## config.mk

```make
export PLATFORM = sky130hd
export DESIGN_NAME = txr_to_noc_rr
export DESIGN_NICKNAME = d
export VERILOG_FILES = /design/src/rtl/txr_to_noc_rr_pkg.sv /design/src/rtl/txr_to_noc_rr_chk.sv /design/src/rtl/txr_to_noc_rr_fifo.sv /design/src/rtl/txr_to_noc_rr.sv
export SDC_FILE = /design/constraint.sdc
export NUM_CORES = 1
export LEC_CHECK = 0
export ABC_CLOCK_PERIOD_IN_PS = 12400
export CAP_MARGIN = 20
export CORE_AREA = 4 4 431 433
export CTS_CLUSTER_DIAMETER = 120
export CTS_CLUSTER_SIZE = 20
export DETAILED_ROUTE_END_ITERATION = 12
export DIE_AREA = 0 0 435 437
export HOLD_SLACK_MARGIN = 0.03
export PLACE_DENSITY_LB_ADDON = 0.25
export SLEW_MARGIN = 10
export SYNTH_ARGS = -nofsm -noshare
export SYNTH_HDL_FRONTEND = slang
export SYNTH_SLANG_ARGS = --single-unit
```

## constraint.sdc

```tcl
create_clock -name clk -period 12.4 [get_ports clk]
set_input_delay 2.48 -clock clk [delete_from_list [all_inputs] [get_ports clk]]
set_output_delay 2.48 -clock clk [all_outputs]
set_load 0.1 [all_outputs]
```

## src/rtl/txr_to_noc_rr_pkg.sv

```systemverilog
// Shared types and width helpers for the Avalon-ST to NoC injector.
package txr_noc_pkg;

    typedef enum logic [0:0] {
        S_IDLE = 1'b0,
        S_PKT  = 1'b1
    } state_e;

    // Index width that stays at least one bit for single-entry ranges.
    function automatic int ptr_w(input int n);
        return (n > 1) ? $clog2(n) : 1;
    endfunction

    function automatic int credit_w(input int credits);
        return $clog2(credits + 1);
    endfunction

endpackage

```

## src/rtl/txr_to_noc_rr_chk.sv

```systemverilog
// Simulation checker: a credit return must never push a VC above its reset allowance.
module txr_to_noc_rr_chk #(
    parameter int NUM_VC = 2
) (
    input logic              clk,
    input logic              rst_n,
    input logic [NUM_VC-1:0] ovf_i
);
    // Flag any return that was discarded because the VC was already full
    always_ff @(posedge clk) begin
        if (rst_n) begin
            assert (ovf_i == {NUM_VC{1'b0}})
            else $error("credit return beyond VC_CREDITS, vc mask %b", ovf_i);
        end
    end

endmodule

```

## src/rtl/txr_to_noc_rr_fifo.sv

```systemverilog
// Synchronous FIFO of flit structs; pointers carry one wrap bit for full/empty.
module pkt_fifo_sync
    import txr_noc_pkg::*;
#(
    parameter type T     = logic [7:0],
    parameter int  DEPTH = 4
) (
    input  logic clk_i,
    input  logic rst_n_i,
    input  logic wr_en_i,
    input  T     wr_data_i,
    input  logic rd_en_i,
    output T     rd_data_o,
    output logic full_o,
    output logic empty_o
);
    localparam int AW = ptr_w(DEPTH);
    localparam logic [AW:0] PTR_ONE = {{AW{1'b0}}, 1'b1};

    logic [AW:0] wr_ptr_q, wr_ptr_d, rd_ptr_q, rd_ptr_d;
    logic        wr_fire_s, rd_fire_s;
    T            mem_q [DEPTH];

    assign empty_o   = (wr_ptr_q == rd_ptr_q);
    assign full_o    = (wr_ptr_q[AW] != rd_ptr_q[AW]) && (wr_ptr_q[AW-1:0] == rd_ptr_q[AW-1:0]);
    assign wr_fire_s = wr_en_i & ~full_o;
    assign rd_fire_s = rd_en_i & ~empty_o;
    assign rd_data_o = mem_q[rd_ptr_q[AW-1:0]];

    // Pointer advance
    always_comb begin
        wr_ptr_d = wr_fire_s ? (wr_ptr_q + PTR_ONE) : wr_ptr_q;
        rd_ptr_d = rd_fire_s ? (rd_ptr_q + PTR_ONE) : rd_ptr_q;
    end

    // Pointer registers
    always_ff @(posedge clk_i or negedge rst_n_i) begin
        if (!rst_n_i) begin
            wr_ptr_q <= {(AW + 1){1'b0}};
            rd_ptr_q <= {(AW + 1){1'b0}};
        end else begin
            wr_ptr_q <= wr_ptr_d;
            rd_ptr_q <= rd_ptr_d;
        end
    end

    // Storage write; contents are meaningless until the pointers say otherwise
    always_ff @(posedge clk_i) begin
        if (wr_fire_s) begin
            mem_q[wr_ptr_q[AW-1:0]] <= wr_data_i;
        end
    end

endmodule

```

## src/rtl/txr_to_noc_rr.sv

```systemverilog
// Buffers an Avalon-ST packet stream and injects it into the NoC with round-robin
// destination and VC selection under per-VC flit credit flow control.
module txr_to_noc_rr
    import txr_noc_pkg::*;
#(
    parameter  int DATA_WIDTH = 512,
    parameter  int NUM_VC     = 2,
    parameter  int NOC_RADIX  = 16,
    parameter  int NUM_DST    = 4,
    parameter  int DST_BASE   = 0,
    parameter  int VC_CREDITS = 8,
    parameter  int FIFO_DEPTH = 4,
    localparam int EMPTY_W    = ptr_w(DATA_WIDTH / 8),
    localparam int VC_W       = ptr_w(NUM_VC),
    localparam int DST_W      = ptr_w(NOC_RADIX)
) (
    input  logic                  clk,
    input  logic                  reset,
    input  logic                  in_valid,
    output logic                  in_ready,
    input  logic                  in_sop,
    input  logic                  in_eop,
    input  logic [EMPTY_W-1:0]    in_empty,
    input  logic [DATA_WIDTH-1:0] in_data,
    output logic                  out_valid,
    input  logic                  out_ready,
    output logic                  out_sop,
    output logic                  out_eop,
    output logic [EMPTY_W-1:0]    out_empty,
    output logic [DATA_WIDTH-1:0] out_data,
    input  logic [NUM_VC-1:0]     i_credit_return,
    output logic [VC_W-1:0]       o_vc_id,
    output logic [DST_W-1:0]      o_noc_dst,
    output logic [31:0]           o_pkt_count,
    output logic [31:0]           o_drop_count
);
    localparam int CRED_W = credit_w(VC_CREDITS);
    localparam int DPTR_W = ptr_w(NUM_DST);
    localparam logic [CRED_W-1:0] CRED_MAX = CRED_W'(VC_CREDITS);
    localparam logic [CRED_W-1:0] CRED_ONE = CRED_W'(1);

    typedef struct packed {
        logic                  sop;
        logic                  eop;
        logic [EMPTY_W-1:0]    empty;
        logic [DATA_WIDTH-1:0] data;
    } flit_t;

    flit_t               wr_flit_s, head_s;
    logic                full_s, empty_s, push_s, pop_s;
    logic                send_s, drop_s, start_s, vc_found_s;
    logic [VC_W-1:0]     vc_sel_s, vc_idx_s;
    logic [NUM_VC-1:0]   ovf_s;
    state_e              state_q, state_d;
    logic [CRED_W-1:0]   credit_q [NUM_VC];
    logic [CRED_W-1:0]   credit_d [NUM_VC];
    logic [VC_W-1:0]     vc_q, vc_d, vc_ptr_q, vc_ptr_d;
    logic [DPTR_W-1:0]   dst_ptr_q, dst_ptr_d;
    logic [DST_W-1:0]    dst_q, dst_d;
    logic [31:0]         pkt_cnt_q, pkt_cnt_d, drop_cnt_q, drop_cnt_d;

    assign in_ready  = reset & ~full_s;
    assign push_s    = in_valid & in_ready;
    assign wr_flit_s = {in_sop, in_eop, in_empty, in_data};
    assign send_s    = out_valid & out_ready;
    assign pop_s     = send_s | drop_s;

    assign out_sop      = head_s.sop;
    assign out_eop      = head_s.eop;
    assign out_empty    = head_s.empty;
    assign out_data     = head_s.data;
    assign o_vc_id      = vc_q;
    assign o_noc_dst    = dst_q;
    assign o_pkt_count  = pkt_cnt_q;
    assign o_drop_count = drop_cnt_q;

    pkt_fifo_sync #(.T(flit_t), .DEPTH(FIFO_DEPTH)) u_fifo (
        .clk_i     (clk),
        .rst_n_i   (reset),
        .wr_en_i   (push_s),
        .wr_data_i (wr_flit_s),
        .rd_en_i   (pop_s),
        .rd_data_o (head_s),
        .full_o    (full_s),
        .empty_o   (empty_s)
    );

    // First VC holding credit, searching upward from vc_ptr; lowest offset wins
    always_comb begin
        vc_found_s = 1'b0;
        vc_sel_s   = {VC_W{1'b0}};
        vc_idx_s   = {VC_W{1'b0}};
        for (int k = NUM_VC - 1; k >= 0; k--) begin
            vc_idx_s   = VC_W'((int'(vc_ptr_q) + k) % NUM_VC);
            vc_found_s = vc_found_s | (credit_q[vc_idx_s] != {CRED_W{1'b0}});
            vc_sel_s   = (credit_q[vc_idx_s] != {CRED_W{1'b0}}) ? vc_idx_s : vc_sel_s;
        end
    end

    // FSM state register
    always_ff @(posedge clk or negedge reset) begin
        if (!reset) begin
            state_q <= S_IDLE;
        end else begin
            state_q <= state_d;
        end
    end

    // FSM next state
    always_comb begin
        state_d = state_q;
        case (state_q)
            S_IDLE:  state_d = (!empty_s && head_s.sop && vc_found_s) ? S_PKT : S_IDLE;
            S_PKT:   state_d = (send_s && head_s.eop) ? S_IDLE : S_PKT;
            default: state_d = S_IDLE;
        endcase
    end

    // FSM outputs: drop stray heads in idle, stream under credit in a packet
    always_comb begin
        out_valid = 1'b0;
        drop_s    = 1'b0;
        start_s   = 1'b0;
        case (state_q)
            S_IDLE: begin
                drop_s  = !empty_s && !head_s.sop;
                start_s = !empty_s && head_s.sop && vc_found_s;
            end
            S_PKT: begin
                out_valid = !empty_s && (credit_q[vc_q] != {CRED_W{1'b0}});
            end
            default: begin
                out_valid = 1'b0;
            end
        endcase
    end

    // Packet bookkeeping: latch routing on start, advance pointers on EOP
    always_comb begin
        vc_d       = vc_q;
        dst_d      = dst_q;
        vc_ptr_d   = vc_ptr_q;
        dst_ptr_d  = dst_ptr_q;
        pkt_cnt_d  = pkt_cnt_q;
        drop_cnt_d = drop_cnt_q;
        if (start_s) begin
            vc_d  = vc_sel_s;
            dst_d = DST_W'(DST_BASE) + DST_W'(dst_ptr_q);
        end else begin
            vc_d  = vc_q;
            dst_d = dst_q;
        end
        if (send_s && head_s.eop) begin
            pkt_cnt_d = pkt_cnt_q + 32'd1;
            dst_ptr_d = (dst_ptr_q == DPTR_W'(NUM_DST - 1)) ? {DPTR_W{1'b0}} : dst_ptr_q + DPTR_W'(1);
            vc_ptr_d  = (vc_q == VC_W'(NUM_VC - 1)) ? {VC_W{1'b0}} : vc_q + VC_W'(1);
        end else begin
            pkt_cnt_d = pkt_cnt_q;
        end
        if (drop_s) begin
            drop_cnt_d = drop_cnt_q + 32'd1;
        end else begin
            drop_cnt_d = drop_cnt_q;
        end
    end

    // Credit update: a same-cycle send and return cancel out
    always_comb begin
        for (int v = 0; v < NUM_VC; v++) begin
            credit_d[v] = credit_q[v];
            ovf_s[v]    = 1'b0;
            if (i_credit_return[v] && !(send_s && vc_q == VC_W'(v))) begin
                ovf_s[v]    = (credit_q[v] == CRED_MAX);
                credit_d[v] = (credit_q[v] == CRED_MAX) ? credit_q[v] : credit_q[v] + CRED_ONE;
            end else if (!i_credit_return[v] && send_s && vc_q == VC_W'(v)) begin
                credit_d[v] = credit_q[v] - CRED_ONE;
            end else begin
                credit_d[v] = credit_q[v];
            end
        end
    end

    // Datapath registers
    always_ff @(posedge clk or negedge reset) begin
        if (!reset) begin
            vc_q       <= {VC_W{1'b0}};
            dst_q      <= DST_W'(DST_BASE);
            vc_ptr_q   <= {VC_W{1'b0}};
            dst_ptr_q  <= {DPTR_W{1'b0}};
            pkt_cnt_q  <= 32'd0;
            drop_cnt_q <= 32'd0;
            for (int v = 0; v < NUM_VC; v++) begin
                credit_q[v] <= CRED_MAX;
            end
        end else begin
            vc_q       <= vc_d;
            dst_q      <= dst_d;
            vc_ptr_q   <= vc_ptr_d;
            dst_ptr_q  <= dst_ptr_d;
            pkt_cnt_q  <= pkt_cnt_d;
            drop_cnt_q <= drop_cnt_d;
            for (int v = 0; v < NUM_VC; v++) begin
                credit_q[v] <= credit_d[v];
            end
        end
    end

    txr_to_noc_rr_chk #(.NUM_VC(NUM_VC)) u_chk (
        .clk   (clk),
        .rst_n (reset),
        .ovf_i (ovf_s)
    );

endmodule

```

* Word-level counts from Yosys, hierarchy flattened
Memory sizes are Yosys's and may differ from the RTL's.
Index checks and enable logic that the tools add are counted.
** Storage, ports and cells
- Output and inout port bits :: 591
- Bits of input ports :: 526
- Bits in writable memories :: 2080
- Flip-flop bits (word level) :: 85
- Memories kept :: 1
** Operators by class
- Multiplexer cells :: 27
- Order comparisons :: 3
- Equality and inequality tests :: 8
- Bitwise logic cells :: 14
- Reduce and logical (&&, ||, !) cells :: 27
- Add/subtract/negate cells :: 11
** Memories
- u_fifo.mem_q :: words 4, width 520, rd ports 1, clocked after Yosys merged registers in 0, wr ports 1, line txr_to_noc_rr_fifo.sv:22 : T mem_q [DEPTH];
** Operator list (count)
- 32-bit by 1-bit adder with 32-bit output, second input constant :: 2
- 4-bit 2-to-1 mux :: 15
- 1-bit logical AND :: 14
- 4-bit nonzero test :: 3
- 1-bit 2-to-1 mux :: 10
- 4-bit by 1-bit adder with 4-bit output, second input constant :: 2
- 4-bit equality test, second input constant :: 2
- 4-bit by 1-bit subtractor with 4-bit output, second input constant :: 2
- 3-bit by 1-bit adder with 3-bit output, second input constant :: 2
- 2-bit greater-or-equal comparator, second input constant :: 3
- 1-bit logical NOT :: 6
- 1-bit NOT with 2-bit output :: 3
- 1-bit bitwise AND :: 5
- 2-bit inequality test, second input constant :: 2
- 1-bit NOT :: 4
- 2-bit AND reduction :: 2
- 2-bit nonzero test :: 2
- 3-bit equality test :: 1
- 1-bit adder, second input constant :: 2
- 2-bit by 1-bit adder with 2-bit output, second input constant :: 1
- 2-bit equality test :: 1
- 2-bit equality test, second input constant :: 1
- 2-bit 2-to-1 mux :: 1
- 1-bit OR :: 2
- other kinds (2) :: 2

* Logic depth before layout (Yosys ltp)
- Word-level depth :: 13
- Gate-level depth with buffers :: 12
- Gate-level depth less buffers :: 10

* By module
Synthesis repeated with hierarchy kept, for this count alone.
** Unflattened totals
- Cells, all modules :: 3128
- Area, all modules :: 79406.2 µm²
** By module, submodules not included
- pkt_fifo_sync :: area each 75518.7 µm², instances 1, cells an instance 2764
- txr_to_noc_rr :: area each 3887.5 µm², instances 1, cells an instance 364

* Worst setup path after synthesis
OpenSTA, ideal clock, no wires.
- Path type :: input to register
- Start point :: in reset
- End point :: mem u_fifo.mem_q[3][0] in the netlist's numbering (enable)
- Setup slack :: -3.843 ns
- Required time :: 11.443 ns
- Setup time :: 0.957 ns
- Stages on the path :: 2
- Arrival :: 15.286 ns
- Path through :: o21a_1 -> and3_1
** Between the ends
- Word-level cells in the longest chain between the ends :: 5
** RTL lines
- start: declaration :: line txr_to_noc_rr.sv:18 : input logic reset,
- 1-bit bitwise AND :: line txr_to_noc_rr.sv:62 : assign in_ready = reset & ~full_s;
- 1-bit bitwise AND :: line txr_to_noc_rr.sv:63 : assign push_s = in_valid & in_ready;
- 1-bit bitwise AND :: line txr_to_noc_rr_fifo.sv:26 : assign wr_fire_s = wr_en_i & ~full_o;
- 1-bit 2-to-1 mux :: line txr_to_noc_rr_fifo.sv:49 : if (wr_fire_s) begin
- 1-bit 2-to-1 mux (implied by the code) :: line txr_to_noc_rr_fifo.sv:50 : mem_q[wr_ptr_q[AW-1:0]] <= wr_data_i;
- end: declaration :: line txr_to_noc_rr_fifo.sv:22
Every way passes these cells.

* Final worst setup path
- Start point :: reg u_fifo.rd_ptr_q[0]
- End point :: out out_data[491]
** Between the ends
- Word-level cells in the longest chain between the ends :: 1
** RTL lines
- start: declaration :: line txr_to_noc_rr_fifo.sv:20 : logic [AW:0] wr_ptr_q, wr_ptr_d, rd_ptr_q, rd_ptr_d;
- start signal: assignment :: line txr_to_noc_rr_fifo.sv:40 : rd_ptr_q <= {(AW + 1){1'b0}};
- start signal: assignment :: line txr_to_noc_rr_fifo.sv:43 : rd_ptr_q <= rd_ptr_d;
- memory 4 x 520 bit
- end: declaration :: line txr_to_noc_rr.sv:30 : output logic [DATA_WIDTH-1:0] out_data,
Every way passes these cells.

==> flow_summary.toml <==
[worst_setup_path]
worstPathRequired_ns = 9.92
worst_setup_path_start_kind = "flop"
critical_path.endpoint_type = "primary output"
reg_to_reg_slack_setup_ns = 7.40
critical_path.reg2reg.endpoint = "u_fifo.mem_q[0][344]"
worstPathCellList = "buf_12 -> buf_12 -> mux4_2 -> clkdlybuf4s50_1"
critPathTopFamily = "buffers and inverters"
critical_path_data_arrival_time_ns = 4.92
crit_top_cell = "sky130_fd_sc_hd__buf_12"
setup.worst_path.start = "u_fifo.rd_ptr_q[0]"
critPathMaxFanout = 104
crit_path_max_incr_delay_ns = 1.06
worst-r2r-cell-count = 7
timing.setup.critical_path_class = "reg2out"
cp_slowest_cell = "sky130_fd_sc_hd__clkdlybuf4s50_1"
crit_buf_inv = 3
path_depth = 4
reg2reg_from = "u_fifo.rd_ptr_q[0]"
crit_end = "out_data[491]"

[grt]
grt_first_pass_wirelength_mm = 269
grt_start_max_net_pins = 143
initial_antenna_violation_count = 68
gr-total-overflow = 0
vias_in_the_first_global_route = 37137
groute.usage.overall_pct = 19.4

[detailed_routing]
viasPerCell = 5.39
drt-initial-drc-count = 2933
drt_pass1_iterations = 5
detail_route.wl_per_cell_um = 28.1
drt_wl_total_mm = 188
route.vias.total = 36209
drc = 0
post_drt_antenna_nets = 0

[die]
die_w_um = 435
floorplan.die_area_mm2 = 0.190
rows = 157
fp.dieH_um = 437
initial_core_util_pct = 43.4
io_pins = 1117
core_area_mm2 = 0.182

[clock_tree]
path_clk_slew_ns = 0.08
cts.repair_timing.setup_buffer_count = 0
cts.repair.resized = 0
clk_path_buf_depth = 3
cts_made_buffers = 119
source_to_sink_clock_delay_at_the_later_pin_of_the_worst_skew_pair_ns = 0.78
tritoncts_num_sinks = 2165
cts.htree.levels = 3
cts_tree = "built"
cts.root.buffer_cell = "sky130_fd_sc_hd__clkbuf_16"
cts_hold_repair.buffers = 0

[sta]
timing.final.setup_violations = 0
period_minus_slack_ns = 7.40
final_min_period_over_clock_period_pct = 59.6
finalHoldViolCount = 0
grt_setup_unrepaired = "false"
worst_slew_margin_rel_pct = 19.4
final-max-slew-violation-count = 0
timing.fmax_mhz = 135
max_slew.worst_pin.slew_ns = 1.21
holdWs_ns = 0.492
finClkSkew_ns = 0.0341

[worst_hold_path]
hold_class = "reg2reg"

[place]
place.detailed.hpwl_mm = 123
place.port_buffers = 1114
place_congestion = 0.809
dp_cells = 6537
dpl-instance-area_mm2 = 0.0932

[yosys]
async_reset_ff_share_pct = 3.93
synthesis.area_per_instance_um2 = 25.3
post_synthesis_sequential_area_ratio_pct = 81.8
share_of_the_synthesized_area_in_compound_gates_ao_oa_aoi_oai_pct = 0.238
yosys_register_bits = 2165
post_synth_instance_area_mm2 = 0.0790
postSynthCellCount = 3121
synth_largest_type_area_fraction_pct = 79.1
post_synth_mux_area_share_pct = 15.0
commonest_cells_in_the_netlist = "sky130_fd_sc_hd__edfxtp_1, sky130_fd_sc_hd__mux4_2, sky130_fd_sc_hd__buf_1"
synth_top_family_by_area = "multiplexers"
yosys.area.top_type = "sky130_fd_sc_hd__edfxtp_1"
synthDistinctLibCells = 50
yosysWarnings = 0
most_frequently_used_flop_master_after_synthesis = "sky130_fd_sc_hd__edfxtp_1"
xor_xnor_share_of_the_synthesized_area_pct = 0.821
yosys.area_share.simple_pct = 1.15
synth_edf_count = 2080
post_synth_main_area_contributors = "sky130_fd_sc_hd__edfxtp_1, sky130_fd_sc_hd__mux4_2, sky130_fd_sc_hd__dfrtp_1"
synth_most_common_cell = "sky130_fd_sc_hd__edfxtp_1"
adder_cell_share_of_the_synthesized_area_pct = 0.241

[layout]
design.final.nets = 4813
synthesis_to_layout_area_growth_pct = 22.2
design_area_mm2 = 0.0965
final_cell_count_no_fill = 6719
layout-drive-gt1-share_pct = 17.3

[outcome]
status = "completed"

[run]
maxCapViolations = 0
[flip-flops by register name, summed over array words and instances (netlist names)]
name	count
u_fifo.mem_q	2080
o_drop_count	32
o_pkt_count	32
credit_q	8
u_fifo.rd_ptr_q	3
u_fifo.wr_ptr_q	3
dst_ptr_q	2
o_noc_dst	2
o_vc_id	1
state_q	1
vc_ptr_q	1
[how the worst min path moves through the flow]
| stage | from | end | slack [ns] | cells after the start |
|---|---|---|---|---|
| after detailed placement | vc_ptr_q | vc_ptr_q | 0.48 | 2 |
| after global placement | vc_ptr_q | vc_ptr_q | 0.47 | 2 |
| after CTS | o_drop_count[17] | o_drop_count[17] | 0.49 | 1 |
| final | u_fifo.wr_ptr_q[2] | u_fifo.wr_ptr_q[2] | 0.49 | 1 |
| after floorplan | vc_ptr_q | vc_ptr_q | 0.45 | 2 |
| after global routing | u_fifo.wr_ptr_q[2] | u_fifo.wr_ptr_q[2] | 0.51 | 1 |
[kinds of logic (layout without fill, tap and decap cells)]
| family | after synthesis | in the layout |
|---|---|---|
| other cells | 1 | 34 |
| simple gates | 160 | 160 |
| flops | 2165 | 2165 |
| xor+xnor | 74 | 74 |
| mux | 534 | 534 |
| fa+ha+maj | 14 | 14 |
| buf+inv | 148 | 1328 |
| compound gates | 25 | 25 |
[per-stage QoR]
| stage | setup TNS (ns) | worst slack, ns | utilization (%) |
|---|---|---|---|
| after floorplan | -1981.87 | -3.81 | - |
| after global placement | 0 | 5.32 | 51.1 |
| after detailed placement | 0 | 5.31 | 51.2 |
| after CTS | 0 | 4.68 | 52.9 |
| after global routing | 0 | 4.55 | 53.0 |
| final | 0 | 5.00 | 53.0 |
[metal layers]
metal	track usage [%]	vias to the layer above	share of wire [%]
met3	5.75	290	7.2
met5	0	-	0.13
met1	23.3	19273	37
met2	32.7	1030	51
li1	-	15582	-
met4	8.51	34	4.1
[cell usage in the layout, fill, tap and decap left out, types with 22 or more instances in the layout]
| master | count |
|---|---|
| sky130_fd_sc_hd__nand2_1 | 34 |
| sky130_fd_sc_hd__mux4_2 | 520 |
| sky130_fd_sc_hd__dfrtp_1 | 81 |
| sky130_fd_sc_hd__xor2_1 | 37 |
| sky130_fd_sc_hd__clkdlybuf4s50_1 | 1103 |
| sky130_fd_sc_hd__nand3_1 | 22 |
| sky130_fd_sc_hd__xnor2_1 | 37 |
| sky130_fd_sc_hd__edfxtp_1 | 2080 |
| sky130_fd_sc_hd__buf_4 | 36 |
| sky130_fd_sc_hd__clkbuf_16 | 120 |
| sky130_fd_sc_hd__diode_2 | 32 |
[layout make-up]
cell class / count / area, um^2
Fill cell: 13913 / 85600
Sequential cell: 2165 / 64600
Multi-Input combinational cell: 809 / 13800
Timing Repair Buffer: 1159 / 11700
Clock buffer: 140 / 3080
Tap cell: 2385 / 2980
Clock inverter: 10 / 125
Antenna cell: 32 / 80.1
Inverter: 19 / 71.3
Power is left out: the tool's default activity adds up to more than one toggle a clock period on the data nets, which glitch-free logic cannot reach.
